$ cat config.mk
export PLATFORM = sky130hd
export DESIGN_NAME = bram_arbiter
export DESIGN_NICKNAME = d
export VERILOG_FILES = /design/src/rtl/bram_pkg.sv /design/src/rtl/bram_rd_tag_pipe.sv /design/src/rtl/bram_arbiter.sv
export SDC_FILE = /design/constraint.sdc
export NUM_CORES = 1
export LEC_CHECK = 0
export BUFFER_PORTS_ARGS = -buffer_cell sky130_fd_sc_hd__buf_2
export CAP_MARGIN = 20
export CELL_PAD_IN_SITES_DETAIL_PLACEMENT = 1
export CELL_PAD_IN_SITES_GLOBAL_PLACEMENT = 2
export CORE_UTILIZATION = 17
export CTS_CLUSTER_DIAMETER = 50
export DETAILED_ROUTE_END_ITERATION = 8
export GPL_ROUTABILITY_DRIVEN = 0
export PLACE_DENSITY_LB_ADDON = 0.1
export SKIP_CTS_REPAIR_TIMING = 1
export SLEW_MARGIN = 20
export SYNTH_ARGS = -nofsm -noshare
export SYNTH_HDL_FRONTEND = slang
export SYNTH_SLANG_ARGS = --single-unit
$ cat constraint.sdc
create_clock -name clk_in -period 3.1 [get_ports clk_in]
set_input_delay 0.31 -clock clk_in [delete_from_list [all_inputs] [get_ports clk_in]]
set_output_delay 0.31 -clock clk_in [all_outputs]
set_load 0.01 [all_outputs]
$ cat src/rtl/bram_pkg.sv
`default_nettype none
// ============================================================================
//  Module      : bram_pkg
//  Description : Shared definitions for the BRAM arbiter slice: requester-id
//                encoding, arbiter state encoding and default RAM geometry.
//  Revision    : 1.0 - initial release
// ============================================================================
package bram_pkg;

    // Default RAM geometry: 2048 x 8
    localparam int c_DEFAULT_ADDR_W = 11;
    localparam int c_DEFAULT_DATA_W = 8;

    // Requester identity carried alongside each read through the tag pipe
    typedef enum logic {
        ID_A = 1'b0,
        ID_B = 1'b1
    } req_id_t;

    // Arbiter ownership state
    typedef enum logic [1:0] {
        ST_IDLE  = 2'd0,
        ST_OWN_A = 2'd1,
        ST_OWN_B = 2'd2
    } arb_state_t;

endpackage : bram_pkg
`default_nettype wire

$ cat src/rtl/bram_rd_tag_pipe.sv
`default_nettype none
// ============================================================================
//  Module      : bram_rd_tag_pipe
//  Description : READ_LAT-deep shift register carrying (valid, id) tags for
//                reads issued to the RAM, so the returning ram_dout can be
//                steered to the requester that issued it.
//  Ports       : clk_in   - clock, rising edge
//                btn_rst  - asynchronous active-low reset (clears all tags)
//                push_vld - a read was granted this cycle
//                push_id  - requester that owns that read
//                pop_vld  - tag emerging READ_LAT cycles after push
//                pop_id   - requester of the emerging tag
//  Revision    : 1.0 - initial release
// ============================================================================
module bram_rd_tag_pipe
    import bram_pkg::*;
#(
    parameter int READ_LAT = 1
) (
    input  logic    clk_in,
    input  logic    btn_rst,
    input  logic    push_vld,
    input  req_id_t push_id,
    output logic    pop_vld,
    output req_id_t pop_id
);

    logic [READ_LAT-1:0] r_vld;
    req_id_t             r_id [READ_LAT];

    // Stage 0 captures the new tag
    always_ff @(posedge clk_in or negedge btn_rst) begin
        if (!btn_rst) begin
            r_vld[0] <= 1'b0;
            r_id[0]  <= ID_A;
        end else begin
            r_vld[0] <= push_vld;
            r_id[0]  <= push_id;
        end
    end

    // Remaining stages only shift; absent when READ_LAT is 1
    for (genvar s = 1; s < READ_LAT; s++) begin : g_stage
        always_ff @(posedge clk_in or negedge btn_rst) begin
            if (!btn_rst) begin
                r_vld[s] <= 1'b0;
                r_id[s]  <= ID_A;
            end else begin
                r_vld[s] <= r_vld[s-1];
                r_id[s]  <= r_id[s-1];
            end
        end
    end

    assign pop_vld = r_vld[READ_LAT-1];
    assign pop_id  = r_id[READ_LAT-1];

endmodule : bram_rd_tag_pipe
`default_nettype wire

$ cat src/rtl/bram_arbiter.sv
`default_nettype none
// ============================================================================
//  Module      : bram_arbiter
//  Description : Two-requester round-robin arbiter in front of a single-port
//                synchronous RAM, with locked bursts bounded by MAX_LOCK and
//                read-return steering through a tag pipeline.
//  Ports       : clk_in, btn_rst (async, active-low)
//                a_*/b_*  - requester request/we/lock/addr/wdata in,
//                           gnt/rvalid/rdata out
//                ram_*    - RAM ce/wre/ad/din out, dout in
//  Revision    : 1.0 - initial release
// ============================================================================
module bram_arbiter
    import bram_pkg::*;
#(
    parameter int ADDR_W   = c_DEFAULT_ADDR_W,
    parameter int DATA_W   = c_DEFAULT_DATA_W,
    parameter int READ_LAT = 1,
    parameter int MAX_LOCK = 16
) (
    input  logic              clk_in,
    input  logic              btn_rst,
    input  logic              a_req,
    input  logic              a_we,
    input  logic              a_lock,
    input  logic [ADDR_W-1:0] a_addr,
    input  logic [DATA_W-1:0] a_wdata,
    input  logic              b_req,
    input  logic              b_we,
    input  logic              b_lock,
    input  logic [ADDR_W-1:0] b_addr,
    input  logic [DATA_W-1:0] b_wdata,
    output logic              a_gnt,
    output logic              b_gnt,
    output logic              a_rvalid,
    output logic              b_rvalid,
    output logic [DATA_W-1:0] a_rdata,
    output logic [DATA_W-1:0] b_rdata,
    output logic              ram_ce,
    output logic              ram_wre,
    output logic [ADDR_W-1:0] ram_ad,
    output logic [DATA_W-1:0] ram_din,
    input  logic [DATA_W-1:0] ram_dout
);

    localparam int c_CNT_W = $clog2(MAX_LOCK + 1);

    arb_state_t         r_state, w_state_nxt;
    req_id_t            r_prio,  w_prio_nxt;   // winner when both request
    logic [c_CNT_W-1:0] r_lock_cnt, w_cnt_nxt, w_cnt_inc;

    logic    w_gnt_a, w_gnt_b, w_win_lock, w_rd_push;
    logic    w_pop_vld;
    req_id_t w_pop_id, w_push_id;

    always_ff @(posedge clk_in or negedge btn_rst) begin
        if (!btn_rst) begin
            r_state    <= ST_IDLE;
            r_prio     <= ID_A;
            r_lock_cnt <= '0;
        end else begin
            r_state    <= w_state_nxt;
            r_prio     <= w_prio_nxt;
            r_lock_cnt <= w_cnt_nxt;
        end
    end

    assign w_cnt_inc = r_lock_cnt + 1'b1;

    always_comb begin
        w_gnt_a     = 1'b0;
        w_gnt_b     = 1'b0;
        w_state_nxt = ST_IDLE;
        w_cnt_nxt   = '0;
        w_prio_nxt  = r_prio;

        case (r_state)
            ST_OWN_A: w_gnt_a = a_req;
            ST_OWN_B: w_gnt_b = b_req;
            default: begin
                if (a_req && (!b_req || r_prio == ID_A)) begin
                    w_gnt_a = 1'b1;
                end else if (b_req) begin
                    w_gnt_b = 1'b1;
                end
            end
        endcase

        // Grants are combinational, so they must also be masked while the
        // asynchronous reset is held
        if (!btn_rst) begin
            w_gnt_a = 1'b0;
            w_gnt_b = 1'b0;
        end

        w_win_lock = w_gnt_a ? a_lock : b_lock;

        if (w_gnt_a || w_gnt_b) begin
            if (w_gnt_a) begin
                w_prio_nxt = ID_B;
            end else begin
                w_prio_nxt = ID_A;
            end
            // Ownership is kept only while the burst is below its ceiling;
            // the MAX_LOCK-th locked grant always drops back to IDLE
            if (w_win_lock && (w_cnt_inc < c_CNT_W'(MAX_LOCK))) begin
                w_state_nxt = w_gnt_a ? ST_OWN_A : ST_OWN_B;
                w_cnt_nxt   = w_cnt_inc;
            end
        end
    end

    assign a_gnt   = w_gnt_a;
    assign b_gnt   = w_gnt_b;
    assign ram_ce  = w_gnt_a | w_gnt_b;
    assign ram_wre = (w_gnt_a & a_we) | (w_gnt_b & b_we);
    assign ram_ad  = w_gnt_a ? a_addr  : (w_gnt_b ? b_addr  : '0);
    assign ram_din = w_gnt_a ? a_wdata : (w_gnt_b ? b_wdata : '0);

    assign w_rd_push = ram_ce & ~ram_wre;
    assign w_push_id = w_gnt_b ? ID_B : ID_A;

    bram_rd_tag_pipe #(
        .READ_LAT (READ_LAT)
    ) u_tag_pipe (
        .clk_in   (clk_in),
        .btn_rst  (btn_rst),
        .push_vld (w_rd_push),
        .push_id  (w_push_id),
        .pop_vld  (w_pop_vld),
        .pop_id   (w_pop_id)
    );

    assign a_rvalid = w_pop_vld && (w_pop_id == ID_A);
    assign b_rvalid = w_pop_vld && (w_pop_id == ID_B);
    assign a_rdata  = ram_dout;
    assign b_rdata  = ram_dout;

endmodule : bram_arbiter
`default_nettype wire

# After elaboration in Yosys (flattened, before gate mapping)
# Cells that the tools add are included.
# classes
addsub,1
n_lt_le_gt_ge,1
eq_ne,2
mux,19
bitwise_logic,8
reduce_logical,7
# ops
cell,n
two-way mux 11 bit,2
two-way mux 8 bit,2
two-way mux 5 bit,2
two-way mux 1 bit,8
two-way mux 2 bit,3
"adder 5 x 1 -> 5 bit, second input constant",1
"< comparator 5 bit, second input constant",1
logical AND 1 bit,4
case mux 1 bit (2 select lines),2
AND 1 bit,3
NOT 1 bit,3
"equality test 2 x 1 -> 1 bit, second input constant",1
"equality test 2 bit, second input constant",1
logical OR 1 bit,2
OR 1 bit,2
zero test 1 bit,1
# totals
ff_bits,10
in_bits,54
output_inout_bits,41
elab_cells,43

# Logic depth before layout (Yosys ltp)
# Gate-level depths: netlist of the first run.
# depth
word_depth,10
depth_mapped,7
ltp_nobuf,7

# By module
# From an unflattened synthesis of the first run, not the netlist that was laid out.
# unflattened
hier_cells,84
hier_area_um2,839.6
# by_module_without_submodules
mod,n_inst,cells_each,area_per_inst_um2,seq_area_each_um2
bram_arbiter,1,82,789.5,200.2
bram_rd_tag_pipe,1,2,50.0,50.0

# Worst setup path after synthesis of the first run
# No wires, ideal clock.
# synth_timing
path_kind,register to output
start,reg r_state[0]
end,out ram_ad[7]
arrival_time_ns,1.508
t_required_ns,2.790
slack_ns,1.282
path_stages_with_launch,8
path_buffers,1
path_cell_list,dfrtp_1 inv_1 ha_1 o211ai_2 a31oi_4 nor2_2 buf_6 a22o_1
# synth_via
elab_chain_len,5
word_cells_on_any_way,8
classes_between,2 x eq/ne; 6 x mux
# synth_rtl
item,line_no,source
"start, declared",bram_arbiter.sv:48,"arb_state_t r_state, w_state_nxt;"
"start signal, assigned",bram_arbiter.sv:62,r_state <= w_state_nxt;
equality test 2 bit or equality test 2 x 1 -> 1 bit (tied branches),bram_arbiter.sv:77,case (r_state)
case mux 1 bit (2 select lines),bram_arbiter.sv:77,
two-way mux 1 bit,bram_arbiter.sv:91,if (!btn_rst) begin
two-way mux 11 bit,bram_arbiter.sv:117,assign ram_ad = w_gnt_a ? a_addr : (w_gnt_b ? b_addr : '0);
two-way mux 11 bit *,bram_arbiter.sv:117,
"end, declared",bram_arbiter.sv:41,"output logic [ADDR_W-1:0] ram_ad,"
# Every way passes the cells marked *; elsewhere a longest branch is shown, timed or not.

# Worst setup path in the final report of the first run
# layout_timing
start,in btn_rst
end,out ram_wre
# layout_via
elab_chain_len,3
word_cells_on_any_way,5
classes_between,2 x mux; 3 x bitwise
# layout_rtl
item,line_no,source
"start, declared",bram_arbiter.sv:22,"input logic btn_rst,"
two-way mux 1 bit,bram_arbiter.sv:91,
AND 1 bit,bram_arbiter.sv:116,assign ram_wre = (w_gnt_a & a_we) | (w_gnt_b & b_we);
OR 1 bit *,bram_arbiter.sv:116,
"end, declared",bram_arbiter.sv:40,"output logic ram_wre,"
# Marked as above.

==> impl_metrics.py, run 1 <==
metrics = {
    "routing": {
        "remaining_drc_errors": 0,
        "wl_met2_mm": 1.25,
        "wl_met1_um": 932,
        "ant_nets": 0,
        "wire_per_inst_um": 11.3,
        "top_layer": "met3",
        "dr.pass1.iters": 4,
        "wl_met3_um": 169,
        "vias": 818,
        "vias_per_cell": 3.93,
        "wirelength_mm": 2.35,
        "drtIter0Drc": 32,
    },
    "power_and_ir_drop": {
        "seqPwrFrac": 0.324,
        "p_leak_nw": 0.668,
        "power_frac_clock": 0.362,
        "switching_power_mw": 0.125,
        "p_int_mw": 0.323,
        "swShare": 0.279,
        "peakVddDrop_uv": 82.3,
        "combPwrFrac": 0.314,
        "p_per_area_nw_per_um2": 374,
    },
    "place": {
        "portBuffers": 70,
        "dpl.hpwl_mm": 1.96,
    },
    "min_path": {
        "hold_class": "primary input to flip-flop",
        "hold_path_depth": 2,
    },
    "cells_and_area": {
        "diodes": 0,
        "final_layout_size_suffix_gt1_frac": 0.582,
        "area_growth_pct": 42.5,
        "nets": 199,
        "nFillCells": 585,
    },
    "synth": {
        "ys_seq_area_frac": 0.298,
        "postSynthCellCount": 84,
        "synth.top_cell.area_share": 0.298,
        "yosysUniqueCellTypes": 25,
        "synth_top_family_by_area": "compound AO/OA/AOI/OAI gates",
        "synth_nets": 141,
        "synth_area_um2": 840,
        "synth_most_common_cell": "a22o_1",
        "synth_enable_flop_cells": 0,
        "postSynth.topFlopCell": "dfrtp_1",
        "synth_fa_ha_area_frac": 0.0447,
        "synth.area.mux_share": 0.0179,
        "yosys_warnings": 0,
        "synth-compound-area-share": 0.270,
        "synth.area.top_cells": "dfrtp_1 (30%), a22o_1 (21%), buf_4 (16%)",
        "synth-simple-area-share": 0.128,
        "syn_avg_cell_area_um2": 9.99,
        "synth_top_cells_by_count": "a22o_1 (20), buf_4 (18), dfrtp_1 (10), inv_1 (4)",
        "synth-async-reset-ratio": 1.00,
        "synthXorXnorAreaFrac": 0.0313,
        "synth-seq-cells": 10,
        "synth_top_area_cell": "dfrtp_1",
    },
    "grt": {
        "overflow": 0,
        "antenna_found_initial": 0,
        "first_global_vias": 856,
        "grt_max_degree": 26,
        "grt_util_all_layers": 0.0937,
        "grt_pass1_wl_mm": 3.75,
    },
    "job": {
        "maxCapViolCount": 0,
    },
    "setup_path": {
        "required_ns": 2.79,
        "worst-path-max-fanout": 25,
        "crit_path_end_kind": "primary output",
        "r2r_cells": 7,
        "critPathKind": "primary input to primary output",
        "critPathLaunchType": "primary input",
        "cp.arrival_ns": 2.07,
    },
    "sta": {
        "skew_ns": 0.00476,
        "tns_ns": 0,
        "fin_worst_hold_slack_ns": 0.336,
        "clock.fmax_ghz": 0.420,
        "hold_viol": 0,
        "fin_crit_sh": 0.769,
        "maxSlewViolCount": 0,
        "rsz0062_at_grt": "no",
        "setup_viol": 0,
        "min_period_ns": 2.38,
    },
    "clock_tree": {
        "root_buffer": "clkbuf_8",
        "clk_pin_slew_worst_paths_ns": 0.05,
        "cts_tree": "yes",
        "clk_latency_ns": 0.23,
        "cts_buffers": 3,
        "cts_sinks": 10,
        "h-tree-depth": 1,
        "clk_path_buf_depth": 2,
    },
    "floorplan": {
        "row_count": 25,
        "die_y_um": 72.3,
        "initial_core_util": 0.178,
        "core-area_um2": 4720,
        "ios": 95,
        "die_w_um": 72.3,
        "dieArea_um2": 5220,
    },
    "outcome": {
        "status": "finished, final reports clean",
    },
}
[critical path, cell delays in order]
cell	delay, ns
dlygate4sd3_1	0.52
buf_2	0.27
o211ai_2	0.16
a31oi_4	0.18
buf_4	0.30
a22o_1	0.20
buf_2	0.13
[registers in the layout (all words and copies together), names as in the netlist]
name	count
r_lock_cnt	5
r_state	2
r_prio	1
u_tag_pipe.pop_id	1
u_tag_pipe.pop_vld	1
[per-stage QoR]
stage / std cells / setup slack [ns] / total power, mW / util / area [µm²]
floorplan: 84 / 1.28 / 0.246 / - / 840
global placement: 203 / 1.08 / 0.289 / 0.239 / 1130
detailed placement: 203 / 1.06 / 0.289 / 0.239 / 1130
CTS: 207 / 0.785 / 0.457 / 0.251 / 1190
global route: 208 / 0.513 / 0.481 / 0.253 / 1200
finish: 208 / 0.718 / 0.448 / 0.253 / 1200
[layout make-up]
class                           instances  area (µm²)  share of cell area
Sequential cell                        10         250               0.209
Clock buffer                            4        55.1              0.0460
Multi-Input combinational cell         50         417               0.348
Tap cell                               67        83.8              0.0701
Inverter                                4        15.0              0.0126
Timing Repair Buffer                   73         375               0.314
[final timing paths]
kind	endpoint	slack (ns)	from
setup reg to reg	r_lock_cnt[2]	1.14	r_state[0]
max in group asynchronous	r_prio	2.41	btn_rst
setup / recovery	ram_wre	0.72	btn_rst
hold / removal	r_state[1]	0.34	b_lock
min in group asynchronous	r_lock_cnt[1]	0.48	btn_rst
hold reg to reg	r_lock_cnt[2]	0.47	r_lock_cnt[4]
[cells in the final DEF (no fill, tap or decap)]
cell           Yosys  layout
a21o_1             1       1
a22o_1            20      20
a31oi_4            1       1
and2_1             1       1
and3_1             2       2
buf_2              0      70
buf_4             18       2
clkbuf_8           0       4
conb_1             1       1
dfrtp_1           10      10
dlygate4sd3_1      0       1
ha_1               3       3
inv_1              4       4
mux2_4             1       1
nand2_1            3       3
nand2b_1           1       1
nand3_1            3       3
nand3b_1           1       1
nor2_1             2       2
nor2_2             1       1
nor2b_1            2       2
nor3_2             1       1
nor3b_2            1       1
o211a_1            1       1
o211ai_2           1       1
xnor2_1            2       2
xor2_1             1       1
[power groups by stage]
stage                     clock (mW)  combinational [mW]  sequential, mW
after floorplan                    0              0.0999           0.146
after global placement             0               0.142           0.147
after detailed placement           0               0.142           0.148
after CTS                      0.169               0.143           0.145
after global routing           0.176               0.158           0.146
final                          0.162               0.140           0.145
[routing by layer]
metal / vias to the layer above / track usage
li1: 399 / -
met1: 379 / 0.109
met2: 40 / 0.158
met3: 0 / 0.0153
met4: 0 / 0.0632
met5: - / 0
[kinds of logic (layout without fill, tap and decap cells)]
family,count (synthesis),after routing
AOI/OAI and AO/OA,24,24
xor gates and xnor gates,3,3
adders and majority gates,3,3
buffers and inverters,24,81
DFF,10,10
muxes,1,1
other,1,1
and+or+nand+nor,18,18
Power figures use the tool's default switching activity.
==> run 2, diff against run 1 <==
CORE_UTILIZATION = 16   (was 17)
clock period = 2.3 ns   (was 3.1 ns; I/O delays follow)
==> run 2 against run 1 <==
Worst setup slack lost 0.66 ns. Global-route usage about the same. Non-clock buffer count increased by 5. Via count rose by 4.6%. Sequential share of layout area shrank 1.7 points. Worst hold slack lost 0.085 ns. Register-to-register slack lost 0.77 ns. Critical endpoint is now ram_ad[2]. Highest routed layer is now met4.
==> impl_metrics.py, run 2 (same netlist as run 1, synthesis figures left out) <==
metrics = {
    "cells_and_area": {
        "nets": 205,
        "final_layout_size_suffix_gt1_frac": 0.603,
        "nFillCells": 614,
        "most-common-layout-cells": "buf_2 (70), a22o_1 (20), dfrtp_1 (10)",
        "reg_top3": "r_lock_cnt (5), r_state (2)",
        "diodes": 0,
        "regArea_um2": 250,
        "top_register": "r_lock_cnt",
        "multi_input_area_um2": 438,
        "area_growth_pct": 54.7,
        "largest_register_ffs": 5,
        "final_common_cell": "buf_2",
    },
    "power_and_ir_drop": {
        "power_mw": 0.600,
        "p_per_area_nw_per_um2": 462,
        "peakVddDrop_uv": 133,
        "p_leak_nw": 0.704,
    },
    "floorplan": {
        "row_count": 25,
        "ios": 95,
        "die_w_um": 74.4,
        "die_y_um": 74.4,
        "initial_core_util": 0.172,
        "core-area_um2": 4880,
        "dieArea_um2": 5540,
    },
    "grt": {
        "overflow": 0,
        "first_global_vias": 929,
        "antenna_found_initial": 0,
        "grt_util_all_layers": 0.0935,
        "grt_pass1_wl_mm": 3.98,
        "grt_max_degree": 26,
    },
    "clock_tree": {
        "h-tree-depth": 1,
        "cts_tree": "yes",
        "cts_sinks": 10,
        "clk_pin_slew_worst_paths_ns": 0.05,
        "root_buffer": "clkbuf_8",
        "clk_path_buf_depth": 2,
        "clk_latency_ns": 0.23,
        "cts_buffers": 3,
    },
    "min_path": {
        "min_to": "r_state[0]",
        "hp-start": "a_lock",
        "hold_class": "primary input to flip-flop",
        "hold_path_depth": 2,
    },
    "sta": {
        "maxSlewViolCount": 0,
        "fin_crit_sh": 0.974,
        "clock.fmax_ghz": 0.446,
        "setup_viol": 0,
        "fin_worst_hold_slack_ns": 0.251,
        "skew_ns": 0.00141,
        "min_period_ns": 2.24,
        "hold_viol": 0,
    },
    "setup_path": {
        "cp.depth": 10,
        "crit_path_end_kind": "primary output",
        "worst-path-max-fanout": 10,
        "cp.arrival_ns": 2.01,
        "rrSetupSlack_ns": 0.37,
        "cp_cell_sequence": "dlygate4sd3_1, buf_2, buf_4, o211ai_2, a31oi_4, buf_12, nor2_4, buf_12, a22o_1, buf_2",
        "cpMaxStageDelayCell": "dlygate4sd3_1",
        "slowest_delay_ns": 0.54,
        "r2r_cells": 7,
        "critPathLaunchType": "primary input",
        "required_ns": 2.07,
        "reg2reg_from": "r_state[1]",
        "r2r-end": "r_lock_cnt[0]",
        "crit_buf_inv": 6,
        "critPathKind": "primary input to primary output",
        "critPathTopFamily": "buffers and inverters",
    },
    "outcome": {
        "status": "finished, final reports clean",
    },
    "job": {
        "maxCapViolCount": 0,
    },
    "routing": {
        "drtIter0Drc": 9,
        "wire_per_inst_um": 13.8,
        "dr.pass1.iters": 2,
        "ant_nets": 0,
        "wirelength_mm": 2.94,
        "vias": 856,
        "vias_per_cell": 4.02,
        "remaining_drc_errors": 0,
    },
    "place": {
        "dpl.hpwl_mm": 2.11,
        "portBuffers": 70,
    },
}
run 2: cell count changes in the layout (fill, tap and decap cells not counted):
| cell | before | now |
|---|---|---|
| buf_12 | 0 | 3 |
| nor2_4 | 0 | 2 |
| clkbuf_16 | 0 | 1 |
| clkbuf_8 | 4 | 3 |
| dlygate4sd3_1 | 1 | 2 |
| ha_1 | 3 | 2 |
| ha_2 | 0 | 1 |
| nand2_1 | 3 | 2 |
| nand2_2 | 0 | 1 |
| nor2_2 | 1 | 0 |
run 2: stage by stage:
stage | setup TNS (ns) | instances | instance area, µm² | worst slack [ns] | utilization
floorplan | 0 | 84 | 840 | 0.562 | -
global placement | -0.00853 | 203 | 1130 | -0.00601 | 0.232
detailed placement | -0.856 | 203 | 1130 | -0.0696 | 0.232
CTS | -5.67 | 206 | 1170 | -0.320 | 0.240
global route | -0.147 | 213 | 1300 | -0.0234 | 0.266
finish | 0 | 213 | 1300 | 0.0591 | 0.266
run 2: how the worst max path moves through the flow:
stage                     from          to  slack, ns
floorplan           r_state[0]   ram_ad[7]       0.56
global placement    r_state[1]   ram_ad[6]     -0.006
detailed placement  r_state[0]   ram_ad[2]      -0.07
CTS                 r_state[0]   ram_ad[2]      -0.32
global route           btn_rst  ram_din[0]      -0.02
finish                 btn_rst   ram_ad[2]       0.06
run 2: worst register-to-register path, stage by stage (launching register included):
cell	delay, ns
dfrtp_1	0.38
ha_2	0.39
o211ai_2	0.11
a31oi_4	0.18
buf_12	0.15
clkbuf_16	0.16
mux2_4	0.34
nor3b_2	0.16
run 2: final cells by class:
class | count | area share
Timing Repair Buffer | 78 | 0.362
Sequential cell | 10 | 0.193
Multi-Input combinational cell | 51 | 0.337
Clock buffer | 3 | 0.0318
Inverter | 4 | 0.0116
Tap cell | 67 | 0.0645
run 2: power by group:
part | internal [mW] | switching, mW
clock | 0.114 | 0.0605
combinational | 0.122 | 0.107
sequential | 0.187 | 0.00881
total | 0.423 | 0.177
run 2: layer usage:
metal  vias to the layer above  routed length [µm]  GRT usage
met5                         -                   0          0
met4                         0                  74     0.0545
met3                         6                 229     0.0203
met2                        46                1470      0.160
met1                       393                1160      0.107
li1                        411                   -          -
